===== src/rtl/wptr_ctrl_param.sv =====
// Write-side pointer controller for a parametrised async FIFO: binary/Gray write
// pointers, full/almost_full/level against the synchronised Gray read pointer, overflow reporting.
module wptr_ctrl_param #(
  parameter int ADDR_W    = 4,
  parameter int AF_MARGIN = 2,
  parameter int OVF_CNT_W = 8
) (
  input  logic                 wr_clk_i,
  input  logic                 wr_rst_i,
  input  logic                 wr_en_i,
  input  logic [ADDR_W:0]      g_rdptr_sync_i,
  input  logic                 ovf_clr_i,
  output logic [ADDR_W-1:0]    wr_addr_o,
  output logic [ADDR_W:0]      b_wrptr_o,
  output logic [ADDR_W:0]      g_wrptr_o,
  output logic                 full_o,
  output logic                 almost_full_o,
  output logic [ADDR_W:0]      wr_level_o,
  output logic                 wr_ack_o,
  output logic                 overflow_o,
  output logic                 ovf_sticky_o,
  output logic [OVF_CNT_W-1:0] ovf_count_o
);

  localparam int PW    = ADDR_W + 1;
  localparam int DEPTH = 1 << ADDR_W;

  logic [PW-1:0]        b_wrptr_q, b_wrptr_d;
  logic [PW-1:0]        g_wrptr_q, g_wrptr_d;
  logic                 full_q, full_d;
  logic                 af_q, af_d;
  logic [PW-1:0]        level_q, level_d;
  logic                 ack_q, ack_d;
  logic                 ovf_q, ovf_d;
  logic                 sticky_q, sticky_d;
  logic [OVF_CNT_W-1:0] count_q, count_d;

  logic          accept;
  logic          ovf_ev;
  logic [PW-1:0] b_rd;
  logic [PW-1:0] full_cmp;

  always_comb begin
    accept    = wr_en_i & ~full_q;
    ovf_ev    = wr_en_i & full_q;

    b_wrptr_d = b_wrptr_q + PW'(accept);
    g_wrptr_d = b_wrptr_d ^ (b_wrptr_d >> 1);

    // Gray-to-binary: each binary bit is the XOR of all Gray bits at or above it.
    b_rd = '0;
    for (int i = 0; i < PW; i++) begin
      b_rd[i] = ^(g_rdptr_sync_i >> i);
    end

    // Full when the write pointer has lapped the read pointer by exactly DEPTH.
    full_cmp = {~g_rdptr_sync_i[PW-1:PW-2], g_rdptr_sync_i[PW-3:0]};
    full_d   = (g_wrptr_d == full_cmp);

    level_d  = b_wrptr_d - b_rd;
    af_d     = (level_d >= PW'(DEPTH - AF_MARGIN));

    ack_d    = accept;
    ovf_d    = ovf_ev;
    sticky_d = ovf_ev | (sticky_q & ~ovf_clr_i);

    count_d  = count_q;
    if (ovf_clr_i) begin
      count_d = OVF_CNT_W'(ovf_ev);
    end else if (ovf_ev && !(&count_q)) begin
      count_d = count_q + OVF_CNT_W'(1);
    end
  end

  always_ff @(posedge wr_clk_i) begin
    if (wr_rst_i) begin
      b_wrptr_q <= '0;
      g_wrptr_q <= '0;
      full_q    <= 1'b0;
      af_q      <= 1'b0;
      level_q   <= '0;
      ack_q     <= 1'b0;
      ovf_q     <= 1'b0;
      sticky_q  <= 1'b0;
      count_q   <= '0;
    end else begin
      b_wrptr_q <= b_wrptr_d;
      g_wrptr_q <= g_wrptr_d;
      full_q    <= full_d;
      af_q      <= af_d;
      level_q   <= level_d;
      ack_q     <= ack_d;
      ovf_q     <= ovf_d;
      sticky_q  <= sticky_d;
      count_q   <= count_d;
    end
  end

  assign wr_addr_o     = b_wrptr_q[ADDR_W-1:0];
  assign b_wrptr_o     = b_wrptr_q;
  assign g_wrptr_o     = g_wrptr_q;
  assign full_o        = full_q;
  assign almost_full_o = af_q;
  assign wr_level_o    = level_q;
  assign wr_ack_o      = ack_q;
  assign overflow_o    = ovf_q;
  assign ovf_sticky_o  = sticky_q;
  assign ovf_count_o   = count_q;

endmodule


===== config.mk =====
export PLATFORM = sky130hd
export DESIGN_NAME = wptr_ctrl_param
export DESIGN_NICKNAME = d
export VERILOG_FILES = /design/src/rtl/wptr_ctrl_param.sv
export SDC_FILE = /design/constraint.sdc
export NUM_CORES = 1
export LEC_CHECK = 0
export BUFFER_PORTS_ARGS = -buffer_cell sky130_fd_sc_hd__buf_2
export CAP_MARGIN = 20
export CORE_ASPECT_RATIO = 0.8
export CORE_UTILIZATION = 40
export CTS_CLUSTER_DIAMETER = 30
export DETAILED_ROUTE_END_ITERATION = 6
export HOLD_SLACK_MARGIN = 0.02
export PLACE_DENSITY_LB_ADDON = 0.08
export SETUP_SLACK_MARGIN = 0.02
export SLEW_MARGIN = 20
export SYNTH_ARGS = -nofsm -noshare
export SYNTH_HDL_FRONTEND = slang
export SYNTH_SLANG_ARGS = --single-unit

===== constraint.sdc =====
create_clock -name wr_clk_i -period 8.1 [get_ports wr_clk_i]
set_input_delay 0.81 -clock wr_clk_i [delete_from_list [all_inputs] [get_ports wr_clk_i]]
set_output_delay 0.81 -clock wr_clk_i [all_outputs]
set_load 0.02 [all_outputs]

* Word level (Yosys, flattened, before mapping)
Index checks and enable logic that the tools add are counted. Widths: inputs -> output; s select.
Cells by class: $add $sub $neg 3, $lt $le $gt $ge 1, equal/unequal tests 1, muxes and demuxes 2, bitwise operators 8, reduce and logical (&&, ||, !) cells 10
Operators by type and width (number):
- $reduce_xor 5->1 | 5
- $add 8x1->8 const B | 1
- $reduce_and 8->1 | 1
- $add 5x1->5 | 1
- $eq 5x5->1 | 1
- $ge 5x4->1 const B | 1
- $sub 5x5->5 | 1
- $xor 5x4->5 | 1
- $and 1x1->1 | 3
- $mux 1 | 2
- $not 1->1 | 2
- $not 2->2 | 1
- $reduce_bool 2->1 | 1
- $reduce_or 2->1 | 1
- $logic_and 1x1->1 | 1
- $logic_not 1->1 | 1
- $or 1x1->1 | 1
Storage, ports and cells: register bits 28, bits of input ports 9, output and inout bits 32

* Depth between registers and ports, before layout
Gate-level depths: netlist (run 1).
word-level depth 5, depth in mapped cells 11, depth with buffers taken out 11

* Worst setup path after synthesis (run 1)
OpenSTA, ideal clock, no wires.
path type input to register, start point input port g_rdptr_sync_i[4], end point register af_q, in the netlist almost_full_o, library setup time 121 ps, arrival 3170 ps, required time 7979 ps, path slack 4809 ps, cell stages on the path 11, cell sequence xnor2_1 > xor2_1 > xor2_1 > xnor2_1 > ha_1 > fa_1 > nor2b_1 > nor3_1 > o31a_1 > mux2_2 > o21bai_1
On the way: longest elaborated chain between the ends 3, elaborated cells on any way between the ends 7, classes of those cells add/sub (1); order compare (1); reduce/logical (5)
Ends and longest elaborated chain:
- start, declared | RTL line 11 | input logic [ADDR_W:0] g_rdptr_sync_i,
- $reduce_xor 5->1 | RTL line 53 | b_rd[i] = ^(g_rdptr_sync_i >> i);
- $sub 5x5->5 (*) | RTL line 60 | level_d = b_wrptr_d - b_rd;
- $ge 5x4->1 (*) | RTL line 61 | af_d = (level_d >= PW'(DEPTH - AF_MARGIN));
- end signal, assigned | RTL line 80 | af_q <= 1'b0;
- end signal, assigned | RTL line 90 | af_q <= af_d;
- end, declared | RTL line 31 | logic af_q, af_d;
Mark *: on every way between the ends. The rest lies on a longest branch, timed or not. A chain may end at the register's enable or synchronous reset.

* Worst setup path after layout (run 1)
Ends and elaborated chain as after synthesis.

==> flow_summary.toml, run 1 <==
[outcome]
status = "complete, no violations"

[pwr]
peakVddDrop_v = 0.000124
power_leakage_nw = 0.709
power.density_mw_per_mm2 = 195

[logic_synthesis]
yosysWarnings = 0
synth_ff_type = "dfxtp_1"
synthTopCellsByCount = "dfxtp_1, nor2_1, xnor2_1"
synth_fp_nets = 153
avgSynthCellArea_um2 = 9.43
synth_top_area_share_pct = 41.5
async_flop_share_pct = 0
synth_area_mm2 = 0.00130
synth-seq-cells = 27
synth_edf_count = 0
synth.largest_area_cell = "dfxtp_1"
syn_inst = 138
synth_area_leaders = "dfxtp_1, xnor2_1, xor2_1"
synthDistinctLibCells = 33
synth.most_common_cell = "dfxtp_1"
seq_area_frac_synth_pct = 41.5

[route]
post-route-drc-count = 0
drt_pass1_iterations = 4
drt_iter0_drc = 36
via_count = 983
wirelength_um = 2470
wire_per_inst_um = 11.5
vias_per_cell = 4.59
antenna_left = 0

[placed_design]
portBuffers = 40
gp_congestion = 0.772
post-dp-hpwl_um = 1940
place_area_mm2 = 0.00150

[global_route]
antenna_found_initial = 0
grt_max_degree = 21
grt_pass1_wl_um = 4000
grt_pass1_vias = 830
grt_util_all_layers_pct = 15.4
grt_overflow_total = 0

[run]
drv_cap = 0

[floorplanning]
start_util_pct = 42.2
die_h_um = 53.0
design.die.area_mm2 = 0.00349
ioPinCount = 41
coreArea_mm2 = 0.00309
rows = 18
die_w_um = 65.8

[setup_path]
endpoint_kind = "register"
critical_path_class = "input pin to register"
required_ns = 8.25
max_stage_delay_ns = 0.41
crit_path_max_fanout = 4
worstSetupStartpointType = "input pin"
critical_path_arrival_ns = 3.59
path_cells = "buf_2 > xnor2_1 > xor2_1 > xor2_1 > xnor2_1 > ha_1 > fa_1 > nor2b_1 > nor3_1 > o31a_1 > mux2_2 > o21bai_1"
cp_slowest_cell = "fa_1"

[cells_and_area]
antennaDiodeCount = 0
final_area_mm2 = 0.00155
syn2layout_area_growth_pct = 19.0
fin_nets = 190
layout-drive-gt1-share_pct = 28.2

[timing]
setup_violations = 0
slew_viol_final = 0
hold_viol_final = 0
setup_tns_ns = 0
skew_ns = 0.00444
fin_crit_sh_pct = 42.4
slew-limit-headroom_pct = 61.0
rsz0062_at_grt = "no"
max_freq_mhz = 291
finalCriticalPeriod_ns = 3.44
worst_pin_slew_ns = 0.583

[clock_network]
post_cts_buffers = 0
ctsResizeCount = 0
cts-hold-fix-buffers = 0
cts_buffers = 3
ctsLongestPathBuffers = 2
cts.sinks = 27
cts_tree = "built"
clk_pin_slew_ns = 0.08
h-tree-depth = 1
clk_latency_ns = 0.27
clock-root-buffer = "clkbuf_8"

[hold_path]
hp-class = "register to register"
## registers in the layout, summed over array words and instances, names as in the netlist
| register | cells |
|---|---|
| ovf_count_o | 8 |
| full_o | 1 |
| wr_level_o | 5 |
| ovf_sticky_o | 1 |
| b_wrptr_o | 5 |
| overflow_o | 1 |
| wr_ack_o | 1 |
| g_wrptr_o | 4 |
| almost_full_o | 1 |
## layout by cell type, fill, tap and decap left out, types with 4 or more instances in the layout
master   count
dfxtp_1     27
nand3_1      4
xor2_1      10
buf_2       40
nor2_1      22
xnor2_1     15
nor2b_1      5
ha_1         5
nand2_1      8
## final timing paths
path,start,to,slack (ns),depth (start not counted)
hold / removal,ovf_sticky_o$_SDFF_PP0_,ovf_sticky_o$_SDFF_PP0_,0.48,2
setup reg to reg,b_wrptr_o[0]$_SDFF_PP0_,almost_full_o$_SDFF_PP0_,5.42,9
hold reg to reg,ovf_sticky_o$_SDFF_PP0_,ovf_sticky_o$_SDFF_PP0_,0.48,2
setup / recovery,g_rdptr_sync_i[4],almost_full_o$_SDFF_PP0_,4.66,12
## layout make-up
type	count	area (um^2)
sequential	27	541
timing repair buffer	40	200
clock buffer	3	41.3
multi-input combinational	100	701
inverter	3	11.3
clock inverter	1	5.00
tap	40	50.0
fill	295	1540
## report_power, final
group | leakage (nW) | switching, W | internal [W]
logic | 0.463 | 0.0000485 | 0.0000324
clock network | 0.0255 | 0.0000394 | 0.0000344
registers | 0.220 | 0.00000421 | 0.000144
## critical path, delay by kind of cell
| family | cells | cell delay [ns] |
|---|---|---|
| xor+xnor | 4 | 1.06 |
| mux | 1 | 0.28 |
| simple gates | 2 | 0.22 |
| fa+ha+maj | 2 | 0.63 |
| buf+inv | 1 | 0.11 |
| compound gates | 2 | 0.47 |
## per-layer routing
layer / track usage [%] / share of wire (%) / up-vias
met5: 0 / 0 / -
met4: 2.17 / 0.57 / 0
met3: 5.39 / 7.6 / 2
met2: 21.3 / 39 / 33
met1: 22.8 / 53 / 420
li1: - / - / 528
## cell families after synthesis
logic type	synth area share, %
multiplexers	1.63
flip-flops	41.5
buffers and inverters	4.62
XOR/XNOR	18.9
adder cells (fa/ha/maj)	6.35
AO/OA/AOI/OAI	6.25
AND/OR/NAND/NOR	20.7
## per-stage QoR
step	hold slack (ns)	cells	setup WS, ns	total power, W	utilization [%]
floorplan	0.549	138	4.81	0.000211	-
global placement	0.460	210	4.55	0.000231	48.7
detailed placement	0.477	210	4.39	0.000233	48.7
CTS	0.491	214	4.68	0.000306	50.2
global route	0.516	214	4.47	0.000323	50.2
finish	0.481	214	4.66	0.000302	50.2
Power figures use the tool's default switching activity.
==> run 2: changes to the inputs <==
==> constraint.sdc (replaced) <==
create_clock -name wr_clk_i -period 3 [get_ports wr_clk_i]
set_input_delay 0.3 -clock wr_clk_i [delete_from_list [all_inputs] [get_ports wr_clk_i]]
set_output_delay 0.3 -clock wr_clk_i [all_outputs]
set_load 0.02 [all_outputs]
==> flow_summary.toml, run 2 (synthesized netlist as in run 1, its figures left out) <==
[floorplanning]
rows = 18
ioPinCount = 41
start_util_pct = 42.2
design.die.area_mm2 = 0.00349
die_w_um = 65.8
die_h_um = 53.0
coreArea_mm2 = 0.00309

[global_route]
antenna_found_initial = 0
grt_pass1_wl_um = 4040
grt_max_degree = 21
grt_util_all_layers_pct = 15.6
grt_overflow_total = 0
grt_pass1_vias = 863

[cells_and_area]
final_area_mm2 = 0.00156
largest_register_ffs = 8
fin_nets = 192
seq_area_um2 = 541
multi_input_area_um2 = 701
syn2layout_area_growth_pct = 20.2
layout-drive-gt1-share_pct = 29.0
mostFrequentLayoutCell = "buf_2"
antennaDiodeCount = 0
layout_common_cells = "buf_2, dfxtp_1, nor2_1"
fillers = 298

[pwr]
p_seq_share_pct = 48.5
power_frac_comb_pct = 27.3
power_leakage_nw = 0.718
swShare_pct = 30.4
switchingPower_w = 0.000250
peakVddDrop_v = 0.000372
power.density_mw_per_mm2 = 526
p_clk_share_pct = 24.2
p_int_w = 0.000573

[setup_path]
crit_end = "almost_full_o$_SDFF_PP0_"
ff2ff_setup_slack_ns = 0.36
cp-startpoint = "full_o$_SDFF_PP0_"
endpoint_kind = "register"
critical_path_class = "register to register"
critical_path_arrival_ns = 2.80
crit_path_max_fanout = 4
worst_r2r_path_depth = 9
worstSetupStartpointType = "register"
regToRegEndpoint = "almost_full_o$_SDFF_PP0_"
reg2reg_from = "full_o$_SDFF_PP0_"
required_ns = 3.16

[route]
wl_met1_um = 1390
wl_met2_um = 964
drt_iter0_drc = 31
wire_per_inst_um = 11.6
met3_wirelength_um = 142
antenna_left = 0
vias_per_cell = 4.68
highest_layer = "met4"
post-route-drc-count = 0
via_count = 1011
wirelength_um = 2510
drt_pass1_iterations = 4

[timing]
setup_ws_ns = 0.358
finalCriticalPeriod_ns = 2.64
rsz0062_at_grt = "no"
max_freq_mhz = 379
setup_violations = 0
setup_tns_ns = 0
worst_pin_slew_ns = 0.595
slew_viol_final = 0
hold_viol_final = 0
slew-limit-headroom_pct = 60.2
skew_ns = 0.00622
fin_crit_sh_pct = 88.1

[clock_network]
cts.sinks = 27
cts-hold-fix-buffers = 0
h-tree-depth = 1
clk_pin_slew_ns = 0.09
clk_latency_ns = 0.27
cts_buffers = 3
ctsLongestPathBuffers = 2
ctsResizeCount = 0
cts_tree = "built"
post_cts_buffers = 0
clock-root-buffer = "clkbuf_8"

[placed_design]
post-dp-hpwl_um = 1940
place_area_mm2 = 0.00152
gp_congestion = 0.752
preCtsSetupSlack_ns = 0.0781
portBuffers = 40

[hold_path]
hp-class = "input pin to register"

[outcome]
status = "complete, no violations"

[run]
drv_cap = 0
## run 2: cell types whose count changed in the layout (fill, tap and decap cells not counted), sizes merged
cell | before | now
buf | 40 | 42
## run 2: area by class of cell
| class | count | area share (%) |
|---|---|---|
| clock inverters | 1 | 0.320 |
| multi-input cells | 100 | 44.8 |
| repair buffers | 42 | 13.8 |
| flip-flops and latches | 27 | 34.6 |
| well taps | 40 | 3.20 |
| clock buffers | 3 | 2.64 |
| inverters | 3 | 0.720 |
## run 2: layer usage
layer / global-route usage (%) / vias up
met5: 0 / -
met3: 5.17 / 2
li1: - / 528
met1: 22.8 / 454
met4: 2.17 / 0
met2: 22.1 / 27
## run 2: worst min-delay path by stage
stage	start	to	depth (start not counted)
5_1_grt	ovf_clr_i	ovf_count_o[0]$_SDFFE_PP0P_	2
2_1_floorplan	ovf_clr_i	ovf_count_o[0]$_SDFFE_PP0P_	1
4_1_cts	ovf_clr_i	ovf_count_o[0]$_SDFFE_PP0P_	2
3_3_place_gp	ovf_sticky_o$_SDFF_PP0_	ovf_sticky_o$_SDFF_PP0_	2
3_5_place_dp	ovf_sticky_o$_SDFF_PP0_	ovf_sticky_o$_SDFF_PP0_	2
6_report	ovf_clr_i	ovf_count_o[0]$_SDFFE_PP0P_	2
## run 2: power groups by stage
stage | registers (W) | clock network (W) | logic [W]
final | 0.000399 | 0.000200 | 0.000224
after global routing | 0.000402 | 0.000221 | 0.000250
after CTS | 0.000399 | 0.000207 | 0.000226
after detailed placement | 0.000407 | 0 | 0.000225
after global placement | 0.000406 | 0 | 0.000224
after floorplan | 0.000445 | 0 | 0.000125
## run 2: critical path, cell delays in order, from the launching register on
cell and delay (ns):
dfxtp_1 0.39, and3b_1 0.24, ha_1 0.35, inv_1 0.13
fa_1 0.48, nor2b_1 0.16, nor3_1 0.06, o31a_1 0.29
mux2_2 0.28, o21bai_1 0.15
## run 2: through the flow
step	hold slack, ns	util (%)	instances	total power [W]
finish	0.229	50.7	216	0.000823
global route	0.225	50.7	216	0.000873
CTS	0.225	50.7	216	0.000833
detailed placement	0.482	49.2	212	0.000632
global placement	0.460	49.2	212	0.000630
floorplan	0.396	-	138	0.000570
